`config.mk`:
```
export PLATFORM = sky130hd
export DESIGN_NAME = wb_stage
export DESIGN_NICKNAME = d
export VERILOG_FILES = /design/src/rtl/wb_stage.sv
export SDC_FILE = /design/constraint.sdc
export NUM_CORES = 1
export LEC_CHECK = 0
export ABC_AREA = 1
export ABC_CLOCK_PERIOD_IN_PS = 4100
export BUFFER_PORTS_ARGS = -buffer_cell sky130_fd_sc_hd__buf_2
export CORE_MARGIN = 2
export CORE_UTILIZATION = 50
export DETAILED_ROUTE_END_ITERATION = 6
export GPL_ROUTABILITY_DRIVEN = 0
export PLACE_DENSITY_LB_ADDON = 0.1
export SYNTH_ARGS = -nofsm -noshare
export SYNTH_HDL_FRONTEND = slang
export SYNTH_SLANG_ARGS = --single-unit
```
`constraint.sdc`:
```
create_clock -name clk -period 4.1 [get_ports clk]
set_clock_uncertainty 0.1 [all_clocks]
set_input_delay 0 -clock clk [delete_from_list [all_inputs] [get_ports clk]]
set_output_delay 0 -clock clk [all_outputs]
set_load 0.1 [all_outputs]
```
`src/rtl/wb_stage.sv`:
```
// wb_stage: MEM/WB register, load extraction and register-file write arbitration.
// Pipeline writes win; a small FIFO absorbs long-latency results until a free cycle.
module wb_stage #(
    parameter int LU_DEPTH = 2
) (
    input  logic                      clk,
    input  logic                      rst,
    input  logic                      mem_valid,
    input  logic                      mem_reg_write,
    input  logic [4:0]                mem_rd_index,
    input  logic [1:0]                mem_wb_sel,
    input  logic [31:0]               mem_alu_result,
    input  logic [31:0]               mem_pc_plus4,
    input  logic [31:0]               mem_load_data,
    input  logic [2:0]                mem_funct3,
    input  logic [1:0]                mem_addr_lo,
    input  logic                      wb_stall,
    input  logic                      wb_flush,
    input  logic                      lu_valid,
    input  logic [4:0]                lu_rd_index,
    input  logic [31:0]               lu_data,
    output logic                      lu_ready,
    output logic [$clog2(LU_DEPTH):0] lu_count,
    output logic                      wb_en,
    output logic [31:0]               wb_data,
    output logic [4:0]                rd_index
);
    localparam int PW = $clog2(LU_DEPTH);
    localparam int CW = PW + 1;
    localparam logic [CW-1:0] FULL = CW'(LU_DEPTH);

    logic          r_valid, r_reg_write, r_done;
    logic [4:0]    r_rd;
    logic [1:0]    r_wb_sel, r_lo;
    logic [2:0]    r_f3;
    logic [31:0]   r_alu, r_pc4, r_ld;
    logic [PW-1:0] r_head, r_tail;
    logic [CW-1:0] r_count;
    logic [4:0]    r_buf_rd   [LU_DEPTH];
    logic [31:0]   r_buf_data [LU_DEPTH];

    logic        w_pw, w_nonempty, w_push, w_pop;
    logic [7:0]  w_byte;
    logic [15:0] w_half;
    logic [31:0] w_load, w_pipe_data;

    assign w_pw       = r_valid & r_reg_write & (r_rd != 5'd0) & ~r_done;
    assign w_nonempty = r_count != '0;
    assign lu_ready   = r_count != FULL;
    assign lu_count   = r_count;
    assign w_push     = lu_valid & lu_ready & (lu_rd_index != 5'd0);
    assign w_pop      = ~w_pw & w_nonempty;

    assign w_byte = r_ld[{r_lo, 3'b000} +: 8];
    assign w_half = r_ld[{r_lo[1], 4'b0000} +: 16];
    assign w_load = (r_f3 == 3'b000) ? {{24{w_byte[7]}}, w_byte} :
                    (r_f3 == 3'b001) ? {{16{w_half[15]}}, w_half} :
                    (r_f3 == 3'b100) ? {24'd0, w_byte} :
                    (r_f3 == 3'b101) ? {16'd0, w_half} : r_ld;
    assign w_pipe_data = (r_wb_sel == 2'b01) ? w_load :
                         (r_wb_sel == 2'b10) ? r_pc4 : r_alu;

    assign wb_en    = w_pw | w_nonempty;
    assign wb_data  = w_pw ? w_pipe_data : w_nonempty ? r_buf_data[r_head] : '0;
    assign rd_index = w_pw ? r_rd : w_nonempty ? r_buf_rd[r_head] : '0;

    // done marks a stalled instruction that already wrote, freeing later stall cycles for the buffer
    always_ff @(posedge clk or posedge rst) begin
        if (rst) begin
            r_valid     <= 1'b0;
            r_reg_write <= 1'b0;
            r_done      <= 1'b0;
            r_rd        <= '0;
            r_wb_sel    <= '0;
            r_lo        <= '0;
            r_f3        <= '0;
            r_alu       <= '0;
            r_pc4       <= '0;
            r_ld        <= '0;
        end else if (wb_flush) begin
            r_valid <= 1'b0;
            r_done  <= 1'b0;
        end else if (!wb_stall) begin
            r_valid     <= mem_valid;
            r_reg_write <= mem_reg_write;
            r_done      <= 1'b0;
            r_rd        <= mem_rd_index;
            r_wb_sel    <= mem_wb_sel;
            r_lo        <= mem_addr_lo;
            r_f3        <= mem_funct3;
            r_alu       <= mem_alu_result;
            r_pc4       <= mem_pc_plus4;
            r_ld        <= mem_load_data;
        end else if (w_pw) begin
            r_done <= 1'b1;
        end
    end

    always_ff @(posedge clk or posedge rst) begin
        if (rst) begin
            r_head  <= '0;
            r_tail  <= '0;
            r_count <= '0;
        end else begin
            if (w_push) r_tail <= r_tail + 1'b1;
            if (w_pop) r_head <= r_head + 1'b1;
            r_count <= r_count + CW'(w_push) - CW'(w_pop);
        end
    end

    always_ff @(posedge clk) begin
        if (w_push) begin
            r_buf_rd[r_tail]   <= lu_rd_index;
            r_buf_data[r_tail] <= lu_data;
        end
    end
endmodule

```
-- Yosys cells after proc, flatten, opt, wreduce, memory -nomap -nowiden
Memories as Yosys holds them, arrays and structs flattened.
Cells that the tools add are included.
W data, S select, Z words.
- $add $sub $neg: 4
- eq/ne operators: 8
- shift-type cells: 2
- mux-type cells: 17
- bitwise gates (word level): 11
- reduce and logical (&&, ||, !) cells: 5
- operators by type and width (cell ; count):
    $mux W32 ; 8
    $shiftx A32 B6 Y16 ; 1
    $shiftx A32 B6 Y8 ; 1
    $mux W5 ; 2
    $reduce_bool A5 Y1 ; 2
    $mux W1 ; 7
    $and A1 B1 Y1 ; 6
    $eq A3 B3 Y1 const B ; 2
    $not A1 Y1 ; 4
    $eq A3 B1 Y1 const B ; 1
    $logic_not A3 Y1 ; 1
    $ne A3 B1 Y1 const B ; 1
    $add A1 B1 Y1 const B ; 2
    $add A2 B1 Y2 ; 1
    $eq A2 B1 Y1 const B ; 1
    $eq A2 B2 Y1 const B ; 1
    $ne A2 B1 Y1 const B ; 1
    $ne A2 B2 Y1 const B ; 1
    $reduce_and A2 Y1 ; 1
    $reduce_bool A2 Y1 ; 1
    $sub A2 B1 Y2 ; 1
    $or A1 B1 Y1 ; 1
- register bits after elaboration: 115
- RAM bits: 74
- input bits: 152
- output and inout bits: 41
- word-level logic and storage cells: 62
- memories: 2
- memories (memory ; depth ; bits a word ; read ports ; clocked after Yosys merged registers in ; wr ports ; RTL line ; text):
    r_buf_data ; 2 ; 32 ; 1 ; 0 ; 1 ; 40 ; logic [31:0] r_buf_data [LU_DEPTH];
    r_buf_rd ; 2 ; 5 ; 1 ; 0 ; 1 ; 39 ; logic [4:0] r_buf_rd [LU_DEPTH];

-- Depth between registers and ports, before layout
Gate-level depths: netlist of run 1.
- word-level depth: 7
- gate-level depth with buffers: 11

-- Worst setup path before layout of run 1
Ideal clock, no wire load.
- path type: reg-to-reg
- start: register r_count[0], in the netlist lu_count[0]
- end: memory r_buf_data[0][0] (enable)
- data arrival time: 3.633 ns
- setup slack: -0.064 ns
- cell stages (with the launch flop): 5
- period minus slack after synthesis: 4.164 ns
- cell sequence: dfrtp_1 inv_1 nand2_1 nand3_1 nor2_1
- word-level cells in the longest chain between the ends: 5
- RTL lines (element ; RTL line ; text):
    start, declared ; 38 ; logic [CW-1:0] r_count;
    start signal, assigned ; 107 ; r_count <= r_count + CW'(w_push) - CW'(w_pop);
    $ne A2 B2 Y1 ; 49 ; assign lu_ready = r_count != FULL;
    net lu_ready ; 22 ; output logic lu_ready,
    $and A1 B1 Y1 (2 in a row) ; 51 ; assign w_push = lu_valid & lu_ready & (lu_rd_index != 5'd0);
    $mux W1 ; 112 ; if (w_push) begin
    $mux W1 (implied by the code) ; 114 ; r_buf_data[r_tail] <= lu_data;
    end, declared ; 40 ;
The timed path passes the listed nets, and every way through them passes these cells.

-- Worst setup path in the final report of run 1
- start: register r_wb_sel[1]
- end: output wb_data[17]
- word-level cells in the longest chain between the ends: 4
- RTL lines (element ; RTL line ; text):
    start, declared ; 34 ; logic [1:0] r_wb_sel, r_lo;
    start signal, assigned ; 88 ; r_wb_sel <= mem_wb_sel;
    $eq A2 B2 Y1 ; 61 ; (r_wb_sel == 2'b10) ? r_pc4 : r_alu;
    $mux W32 ; 61 ;
    $mux W32 (*) ; 60 ; assign w_pipe_data = (r_wb_sel == 2'b01) ? w_load :
    $mux W32 (*) ; 64 ; assign wb_data = w_pw ? w_pipe_data : w_nonempty ? r_buf_data[r_head] : '0;
    end, declared ; 25 ; output logic [31:0] wb_data,
Mark *: on every way between the ends. The rest lies on a longest branch, timed or not.

==> results.cfg, run 1 <==
[run_status]
outcome = complete, no violations

[yosys]
synth.area.top_cells = dfrtp_1 33%, edfxtp_1 25%, nand2_1 19%
ys_warn_count = 0
ys_seq_area_share_pct = 58.0
ys_ff_latch = 189
synthFlopType = dfrtp_1
syn_area_sq_um = 8790
ys_types = 30
synth_top_area_share_pct = 32.7
yosysMostFrequentCell = nand2_1
synth-edff-count = 74
synth_common_cells = 441 x nand2_1, 120 x o21ai_0, 115 x dfrtp_1
synth_nets = 1208
yosysTopAreaCell = dfrtp_1
async_reset_ff_share_pct = 60.8
avgSynthCellArea_sq_um = 8.34
syn_inst = 1054

[timing]
rsz0062_at_grt = false
period_minus_slack_ns = 3.06
fin_crit_sh_pct = 74.6
maxSlewViolCount = 0
max_freq_mhz = 327
worst-slew-pin-transition_ns = 1.11
hold_viol_final = 0
layout_setup_ws_ns = 1.04
max-slew-margin-rel_pct = 26.1
finalSetupViolations = 0

[power_and_ir_drop]
p_int_w = 0.00409
power_density_nw_per_um2 = 650
p_sw_share_pct = 47.7
p_seq_share_pct = 31.2
peakVddDrop_mv = 0.895
leakage_nw = 5.90
total_power_w = 0.00783
comb_power_share_pct = 46.0
switchingPower_w = 0.00374
clkPwrFrac_pct = 22.7

[place]
pre_cts_slack_ns = 1.57
numPortBuffers = 192
dp_hpwl_mm = 17.6

[floorplanning]
die-area_sq_um = 18700
core_sq_um = 17200
num_rows = 48
die_height_um = 137
die-width_um = 137
ioPinCount = 193
start_util_pct = 51.0

[cts]
clock-root-buffer = clkbuf_16
clock_latency_ns = 0.44
cts.sinks = 189
htreeDepth = 4
cts_tree = built
cts_buffer_depth = 2
cts_setup_buffers = 0
cts_buffers = 17
clkTransAtPathRegs_ns = 0.07

[finish]
fill_cells = 1362
nets = 1528
multiInputGateArea_sq_um = 3110
drive_gt1_share_pct = 17.7
antenna_cells = 0
regArea_sq_um = 5100
syn2layout_area_growth_pct = 36.9

[worst_setup_path]
crit_fanout = 21
critPathKind = flip-flop to output pin
critPathBufInv = 2
max_stage_delay_ns = 0.58
setup.worst_path.start_class = flip-flop
crit_family = simple AND/OR/NAND/NOR gates
critical_path_required_ns = 4.00
end_kind = output pin
crit_path_frequent_cell = nand2_1
worstPathCellList = nand2_1 > inv_1 > nand2_1 > a21oi_1 > nor2_1 > o21ai_0 > nand2_1 > buf_2
critical-path-slowest-cell = nand2_1
crit_arrival_ns = 2.96

[job]
max_cap_violations = 0

[global_routing]
grt_pass1_wl_mm = 41.1
antenna_found_initial = 0
grt-ovfl-total = 0
track_usage_pct = 29.3
grt_max_degree = 104
grt_pass1_vias = 7854

[routing]
drtIter0Drc = 815
drtPass1Iterations = 5
post_drt_wl_per_cell_um = 16.7
finalWirelength_mm = 26.9
ant_nets = 0
num_vias = 8200
avgViaCountPerCell = 5.09
drcViolationCount = 0

[worst_hold_path]
hp-class = input port to flip-flop
==> metrics by stage <==
step	instance area (sq um)	hold slack [ns]	util, %	cells	TNS, ns
after global placement	9870	0.0872	57.3	1426	0
after CTS	12000	0.000181	69.9	1611	0
after global routing	12000	0.0558	69.9	1611	0
after detailed placement	9870	0.0907	57.3	1426	0
final	12000	0.0272	69.9	1611	0
after floorplan	8790	-0.00113	-	1054	-4.75
==> layout by cell type (no fill, tap or decap), types with 2 or more instances in the layout <==
cell type        n
inv_4            3
nand4_1          6
inv_2            5
nor2_2           2
nor2_1          56
ha_1             2
clkinv_2         2
clkbuf_16       18
a21oi_1         23
o211ai_1         4
o22ai_1         12
nor2_4           4
buf_4            8
o21ai_0        120
inv_1           88
o21ai_1         10
bufinv_16        4
xnor2_1          2
nand3_1         17
dlygate4sd3_1  154
mux2i_1          5
dfrtp_1        115
nand2_1        441
buf_2          192
edfxtp_1        74
nand2_2          2
a211oi_1         7
==> routing by layer <==
metal	wire length, um	track usage [%]
met1	12000	42.2
met5	0	0
met3	2090	5.70
met2	12400	45.6
met4	426	7.81
==> area by class of cell <==
class                      count  share of cell area (%)
clock buffer                  21                    3.93
clock inverter                10                    1.32
inverter                      95                    2.98
multi-input combinational    717                    25.8
sequential                   189                    42.4
tap                          225                    2.34
timing repair buffer         354                    21.3
==> worst min-delay path, delay by kind of cell <==
kind | cells | cell delay, ns
and+or+nand+nor | 3 | 0.17
buffers and inverters | 2 | 0.36
==> path summary, 6_finish.rpt <==
path	from	endpoint	slack (ns)	cells after the start
hold reg to reg	r_alu[8]$_DFFE_PP0P_	r_alu[8]$_DFFE_PP0P_	0.37	2
max in group asynchronous	rst	r_pc4[29]$_DFFE_PP0P_	2.56	4
min in group asynchronous	rst	r_rd[4]$_DFFE_PP0P_	0.19	3
setup reg to reg	r_rd[4]$_DFFE_PP0P_	lu_count[1]$_DFF_PP0_	1.83	9
setup / recovery	r_wb_sel[1]$_DFFE_PP0P_	wb_data[17]	1.04	8
hold / removal	wb_flush	r_ld[10]$_DFFE_PP0P_	0.03	5
==> sequential cells by signal, indices dropped and copies added (netlist names) <==
name         flops
r_wb_sel         2
r_lo             2
r_buf_data      64
r_reg_write      1
r_head           1
r_pc4           32
r_tail           1
r_done           1
r_ld            32
r_valid          1
r_alu           32
lu_count         2
r_f3             3
r_rd             5
r_buf_rd        10
==> cells by family (layout without fill, tap and decap cells) <==
| group | count (synthesis) | after routing | synth area share, % |
|---|---|---|---|
| simple gates | 530 | 530 | 23.3 |
| compound gates | 177 | 177 | 10.6 |
| fa+ha+maj | 2 | 2 | 0.284 |
| flops | 189 | 189 | 58.0 |
| buf+inv | 148 | 480 | 6.94 |
| mux | 5 | 5 | 0.569 |
| xor+xnor | 3 | 3 | 0.299 |
==> repair_timing <==
item                                   in CTS  in global routing
setup endpoints to repair                   0                  0
gates resized for setup                     0                  0
hold buffers                              154                  0
endpoints found under the hold margin     255                  0
==> power groups by stage <==
stage          Combinational (W)  Sequential (W)  Clock, W
6_report                 0.00360         0.00245   0.00178
5_1_grt                  0.00381         0.00247   0.00186
4_1_cts                  0.00359         0.00244   0.00179
3_5_place_dp             0.00346         0.00248         0
3_3_place_gp             0.00345         0.00247         0
2_1_floorplan            0.00276         0.00252         0
No activity file was read; power rests on OpenSTA's default activity.
==> run 2: changes to the inputs <==
ABC_CLOCK_PERIOD_IN_PS = 2910   (was 4100)
clock period = 2.91 ns   (was 4.1 ns; I/O delays follow)
==> results.cfg, run 2 (synthesis gave the netlist of run 1 again) <==
[routing]
post_drt_wl_per_cell_um = 16.3
ant_nets = 0
avgViaCountPerCell = 5.11
drcViolationCount = 0
drtIter0Drc = 724
drtPass1Iterations = 6
num_vias = 8312
finalWirelength_mm = 26.6

[timing]
maxSlewViolCount = 0
worst-slew-pin-transition_ns = 0.721
max_freq_mhz = 371
fin_crit_sh_pct = 92.7
rsz0062_at_grt = false
tns_ns = 0
period_minus_slack_ns = 2.70
finalSetupViolations = 0
max-slew-margin-rel_pct = 51.9
hold_viol_final = 0

[floorplanning]
die-area_sq_um = 18700
start_util_pct = 51.0
die_height_um = 137
die-width_um = 137
num_rows = 48
ioPinCount = 193
core_sq_um = 17200

[cts]
clkTransAtPathRegs_ns = 0.07
cts_buffer_depth = 2
htreeDepth = 4
clock_latency_ns = 0.44
clock-root-buffer = clkbuf_16
cts_tree = built
cts.sinks = 189
cts_buffers = 17

[worst_hold_path]
hp-class = input port to flip-flop

[global_routing]
grt_pass1_vias = 8022
track_usage_pct = 29.1
grt_max_degree = 93
antenna_found_initial = 1
grt_pass1_wl_mm = 41.0
grt-ovfl-total = 0

[worst_setup_path]
critical_path_required_ns = 2.81
end_kind = output pin
crit_arrival_ns = 2.60
crit_path_frequent_cell = nand2_1
critPathKind = flip-flop to output pin
max_stage_delay_ns = 0.43
worstPathCellList = inv_2 > nand2_1 > nor2_2 > nand2_1 > nand2_2 > inv_2 > nand2_1 > nand2_1 > nand2_1 > clkbuf_4
setup.worst_path.start_class = flip-flop
critical-path-slowest-cell = dfrtp_1
crit_fanout = 28

[power_and_ir_drop]
leakage_nw = 6.03
peakVddDrop_mv = 1.17
power_density_nw_per_um2 = 926
total_power_w = 0.0116

[run_status]
outcome = complete, no violations

[finish]
syn2layout_area_growth_pct = 42.4
final_core_util_pct = 72.6
drive_gt1_share_pct = 18.3
layout_common_cells = 440 x nand2_1, 162 x buf_2, 161 x dlygate4sd3_1, 120 x o21ai_0, 114 x dfrtp_1
nets = 1543
largest-register = r_buf_data
final_common_cell = nand2_1
largest_register_ffs = 64

[job]
max_cap_violations = 0

[place]
dp_hpwl_mm = 17.2
numPortBuffers = 192
[run 2: metrics by stage]
stage / cell area (sq um) / setup WS, ns / std cells / hold slack, ns
CTS: 12500 / 0.141 / 1627 / 0.00893
detailed placement: 10300 / 0.626 / 1434 / -0.0344
global route: 12500 / 0.0413 / 1628 / 0.0465
floorplan: 8820 / -0.00960 / 1054 / -0.00113
global placement: 10300 / 0.666 / 1434 / -0.0371
finish: 12500 / 0.212 / 1628 / 0.0122
[run 2: path summary, 6_finish.rpt]
check,from,end,slack (ns),cells after the start
max,r_f3[1]$_DFFE_PP0P_,wb_data[14],0.21,10
min,wb_flush,r_alu[25]$_DFFE_PP0P_,0.01,5
max reg2reg,r_rd[4]$_DFFE_PP0P_,lu_count[1]$_DFF_PP0_,0.79,9
min reg2reg,r_alu[4]$_DFFE_PP0P_,r_alu[4]$_DFFE_PP0P_,0.37,2
max in group asynchronous,rst,r_ld[19]$_DFFE_PP0P_,1.66,4
min in group asynchronous,rst,r_pc4[23]$_DFFE_PP0P_,0.04,3
[run 2: where the power goes]
group          internal [W]  switching [W]  total (W)
Combinational       0.00166        0.00423    0.00589
Sequential          0.00327       0.000175    0.00344
Clock               0.00115        0.00112    0.00227
Total               0.00607        0.00552     0.0116
[run 2: final cells by class]
type	count	area [sq um]
multi-input combinational	717	3110
tap	225	282
clock inverter	14	144
inverter	95	360
timing repair buffer	369	3090
antenna	1	2.50
fill	1272	4720
clock buffer	18	429
sequential	189	5100
[run 2: what timing repair did]
item,4_1_cts,5_1_grt
hold endpoints to repair,249,0
setup endpoints to repair,0,7
buffers inserted,0,0
gates resized for setup,0,7
hold buffers,161,0
[run 2: worst max-delay path, delay by kind of cell (launching register included)]
kind                   cells  cell delay, ns
buffers and inverters      3            0.79
DFF                        1            0.43
and+or+nand+nor            7            0.94
[run 2: metal layers]
layer,up-vias,wire [um],GRT usage (%)
met5,-,0,0
met3,53,2200,7.15
met1,3850,11400,39.4
met2,375,12400,46.7
li1,4034,-,-
met4,0,617,8.62
